==> config.mk <==
export PLATFORM = sky130hd
export DESIGN_NAME = mem_arbiter
export DESIGN_NICKNAME = d
export VERILOG_FILES = /design/src/rtl/mem_arbiter.sv
export SDC_FILE = /design/constraint.sdc
export NUM_CORES = 1
export LEC_CHECK = 0
export ABC_AREA = 1
export CORE_MARGIN = 2
export CORE_UTILIZATION = 23
export DETAILED_ROUTE_END_ITERATION = 8
export MAX_ROUTING_LAYER = met4
export PLACE_DENSITY_LB_ADDON = 0.12
export SYNTH_ARGS = -nofsm -noshare
export SYNTH_HDL_FRONTEND = slang
export SYNTH_SLANG_ARGS = --single-unit
export TNS_END_PERCENT = 5
==> constraint.sdc <==
create_clock -name clk -period 2.7 [get_ports clk]
set_input_delay 0.405 -clock clk [delete_from_list [all_inputs] [get_ports clk]]
set_output_delay 0.405 -clock clk [all_outputs]
set_load 0.05 [all_outputs]
==> src/rtl/mem_arbiter.sv <==
// mem_arbiter: two-requester arbiter (fetch side "i", data side "d") in front
// of a single shared memory port. One transaction is granted at a time; the
// granted requester's signals are steered straight through to pmem_*, and the
// memory's completion is steered back as that requester's resp pulse.
//
// Configuration macro: ARB_ROUND_ROBIN_EN
//   defined   -> on a tie in IDLE, grant the side opposite last_grant
//   undefined -> on a tie in IDLE, the data side always wins
module mem_arbiter #(
  parameter int ADDR_W = 16,
  parameter int DATA_W = 16
) (
  input  logic                clk,
  input  logic                reset,
  // fetch side
  input  logic                i_read,
  input  logic [ADDR_W-1:0]   i_addr,
  output logic [DATA_W-1:0]   i_rdata,
  output logic                i_resp,
  // data side
  input  logic                d_read,
  input  logic                d_write,
  input  logic [ADDR_W-1:0]   d_addr,
  input  logic [DATA_W-1:0]   d_wdata,
  input  logic [DATA_W/8-1:0] d_wmask,
  output logic [DATA_W-1:0]   d_rdata,
  output logic                d_resp,
  // shared memory
  output logic                pmem_read,
  output logic                pmem_write,
  output logic [ADDR_W-1:0]   pmem_addr,
  output logic [DATA_W-1:0]   pmem_wdata,
  output logic [DATA_W/8-1:0] pmem_wmask,
  input  logic [DATA_W-1:0]   pmem_rdata,
  input  logic                pmem_resp,
  // status
  output logic                busy
);

  typedef enum logic [1:0] {
    IDLE    = 2'd0,
    GRANT_I = 2'd1,
    GRANT_D = 2'd2
  } state_t;

  // last_grant encoding: which side most recently entered a grant state
  localparam logic LAST_I = 1'b0;
  localparam logic LAST_D = 1'b1;

  state_t state, state_next;
  logic   last_grant;
  logic   d_req;

  assign d_req = d_read | d_write;

  // State and last_grant registers; synchronous reset overrides everything.
  always_ff @(posedge clk) begin
    // NOTE: sequential state uses non-blocking assignments so every register
    // samples the pre-edge values, independent of statement order.
    if (reset) begin
      state      <= IDLE;
      last_grant <= LAST_D;
    end else begin
      state <= state_next;
      if (state == IDLE && state_next != IDLE)
        last_grant <= (state_next == GRANT_D) ? LAST_D : LAST_I;
    end
  end

  // Next-state: arbitrate in IDLE, hold a grant until the memory completes.
  always_comb begin
    // NOTE: default assignment first so no path leaves state_next unassigned,
    // which would otherwise infer a latch.
    state_next = state;
    unique case (state)
      IDLE: begin
        if (i_read && d_req) begin
`ifdef ARB_ROUND_ROBIN_EN
          state_next = (last_grant == LAST_D) ? GRANT_I : GRANT_D;
`else
          state_next = GRANT_D;
`endif
        end else if (d_req) begin
          state_next = GRANT_D;
        end else if (i_read) begin
          state_next = GRANT_I;
        end
      end
      GRANT_I, GRANT_D: begin
        if (pmem_resp) state_next = IDLE;
      end
      default: state_next = IDLE;
    endcase
  end

  // Outputs: pure state decode plus combinational steering of the granted side.
  always_comb begin
    pmem_read  = 1'b0;
    pmem_write = 1'b0;
    pmem_addr  = '0;
    pmem_wdata = '0;
    pmem_wmask = '0;
    i_rdata    = '0;
    i_resp     = 1'b0;
    d_rdata    = '0;
    d_resp     = 1'b0;
    busy       = (state != IDLE);
    unique case (state)
      GRANT_I: begin
        pmem_read = i_read;
        pmem_addr = i_addr;
        i_resp    = pmem_resp;
        i_rdata   = pmem_rdata;
      end
      GRANT_D: begin
        // read and write together is a write
        pmem_read  = d_read & ~d_write;
        pmem_write = d_write;
        pmem_addr  = d_addr;
        pmem_wdata = d_wdata;
        pmem_wmask = d_wmask;
        d_resp     = pmem_resp;
        d_rdata    = pmem_rdata;
      end
      default: ;
    endcase
  end

endmodule
==> results_dict.tcl <==
set metrics [dict create \
    cp-start-kind "register" \
    cts.repair.resized 0 \
    cts_root_buf "clkbuf_8" \
    cts_buffers 3 \
    final_cell_area_mm2 0.002584 \
    cts_tree "built" \
    fp-row-count 22 \
    cts_buffer_depth 2 \
    cp.buffers_inverters 3 \
    post_cts_buffers 0 \
    tns_ns 0 \
    hold_class "register to register" \
    wl_mm 4.202 \
    place_area_mm2 0.002542 \
    synth_top_family_by_area "simple AND/OR/NAND/NOR gates" \
    wl_per_cell_um 11.21 \
    cp-endpoint "busy" \
    synth_top_area_cell "nand2_1" \
    required_ns 2.30 \
    fillCellCount 315 \
    clk_pin_slew_ns 0.03 \
    yosysWarnings 0 \
    cpLargestDelayFamily "buffers and inverters" \
    max_stage_delay_ns 0.79 \
    synth.area.top_cells "nand2_1, inv_1, a21oi_1" \
    io_buffers 142 \
    grt_pass1_vias 1335 \
    reg_top3 "state: 2 flops" \
    diodes 0 \
    synth_top_area_share 0.4032 \
    start_util 0.2349 \
    dp_hpwl_mm 3.557 \
    cp-startpoint "state[0]" \
    area_growth_pct 205.0 \
    skew_ns 0.002222 \
    final_cell_mix "nand2_1, clkdlybuf4s50_1, inv_1" \
    synthXorXnorAreaFrac 0 \
    max_freq_ghz 0.4689 \
    period_share 0.7899 \
    grt_max_degree 32 \
    synth_fa_ha_area_frac 0.04431 \
    grt_pass1_wl_mm 6.534 \
    synth.distinct_cells 12 \
    drt_iter0_markers 64 \
    maxCapViolCount 0 \
    cts_hold_buffers 0 \
    timing.rr.start "state[0]" \
    tightest_slew_ns 0.4924 \
    synth.mux.area_fraction 0 \
    syn-mean-instance-area_um2 4.482 \
    largest_register_ffs 2 \
    gp_congestion 0.8155 \
    hold_viol_final 0 \
    drc 0 \
    grt_overflow_total 0 \
    worstPathCellList "inv_1 > ha_1 > inv_2 > clkdlybuf4s50_1" \
    fp.coreArea_mm2 0.003606 \
    r2r-end "state[0]" \
    h-tree-depth 1 \
    min_period_ns 2.133 \
    vias 1511 \
    clock-sinks 2 \
    finalSetupViolCount 0 \
    synth_seq_cells 2 \
    seq_area_frac_synth 0.04727 \
    cp_slowest_cell "clkdlybuf4s50_1" \
    dieArea_mm2 0.004184 \
    yosys.area_share.simple 0.4431 \
    synth_cells 189 \
    report.final.slew_viol_count 0 \
    rsz0062_at_grt "false" \
    top_register "state" \
    synth-compound-area-share 0.1123 \
    hold_depth 2 \
    met3WireLength_um 308 \
    vdd_drop_max_v 0.0002901 \
    dr_wl_met2_mm 2.175 \
    rr_worst_depth 6 \
    synth_nets 264 \
    grt_antenna_before_repair 0 \
    grt_usage 0.1994 \
    insertion_delay_ns 0.21 \
    ant_nets 0 \
    rrSetupSlack_ns 1.55 \
    status "complete, no violations" \
    m1WireLength_mm 1.645 \
    drive_gt1_frac 0.2508 \
    drt_pass1_iterations 4 \
    top_level_ports 143 \
    dr.max_layer_used "met4" \
    die_y_um 64.69 \
    worstPathArrival_ns 1.73 \
    routed_via_density 4.029 \
    worst-path-stages 4 \
    p_leak_nw 1.464 \
    syn_area_um2 847.1 \
    worstPathMaxFanout 3 \
    final_common_cell "nand2_1" \
    critPathKind "register to primary output" \
    die_w_um 64.69 \
    end_kind "primary output" \
    slew_headroom 0.6707 \
    power_density_mw_per_mm2 284.5 \
    nets 404 \
]
==> per-stage QoR <==
| stage | util | setup WS, ns | power, mW | cells | hold WS [ns] |
|---|---|---|---|---|---|
| after detailed placement | 0.7051 | 0.7934 | 0.6215 | 372 | 0.4748 |
| after global placement | 0.7051 | 0.8054 | 0.6174 | 372 | 0.4731 |
| after global routing | 0.7165 | 0.4964 | 0.7736 | 375 | 0.5080 |
| after CTS | 0.7165 | 0.5561 | 0.7444 | 375 | 0.4789 |
| final | 0.7165 | 0.5672 | 0.7350 | 375 | 0.4793 |
| after floorplan | - | 0.6196 | 0.3554 | 189 | 0.4497 |
==> cells by family after synthesis <==
| logic type | after synthesis |
|---|---|
| buffers and inverters | 69 |
| AO/OA/AOI/OAI | 19 |
| adder cells (fa/ha/maj) | 3 |
| flip-flops | 2 |
| AND/OR/NAND/NOR | 96 |
==> worst register-to-register path, stage by stage, from the launching register on <==
cell and delay (ns):
dfxtp_1 0.34, inv_1 0.08, ha_1 0.32, nand2_1 0.11, nand2_1 0.07, nand2_1 0.06
a21oi_1 0.05
==> cell usage after synthesis <==
master,number
buf_2,5
nand3b_1,2
buf_4,3
nand4_1,1
inv_2,2
nand2_1,91
buf_6,3
dfxtp_1,2
ha_1,3
a21oi_1,19
inv_1,56
nor2_2,2
==> routing by layer <==
| layer | global-route usage | up-vias |
|---|---|---|
| met5 | - | - |
| met4 | 0.06649 | 0 |
| met3 | 0.02951 | 8 |
| met2 | 0.3633 | 70 |
| met1 | 0.2223 | 628 |
| li1 | - | 805 |
==> layout make-up <==
cell class,instances,area (µm²),area share
well taps,48,60.06,0.02324
repair buffers,146,1714,0.6634
clock buffers,3,41.29,0.01598
inverters,58,217.7,0.08426
multi-input cells,118,510.5,0.1976
flip-flops and latches,2,40.04,0.01550
==> worst min path at each step <==
stage	slack [ns]	endpoint	startpoint
CTS	0.48	state[0]	state[0]
global placement	0.47	state[1]	state[1]
finish	0.48	state[0]	state[0]
floorplan	0.45	state[1]	state[1]
global route	0.51	state[0]	state[0]
detailed placement	0.47	state[0]	state[0]
==> where the power goes <==
part	total (mW)	internal [mW]	switching, mW	leakage (nW)
clock	0.117	0.0942	0.0228	0.0216
combinational	0.584	0.241	0.342	1.43
sequential	0.0343	0.0323	0.00199	0.0164
total	0.735	0.368	0.367	1.46
Note: power is estimated with default switching activity, not from simulation.
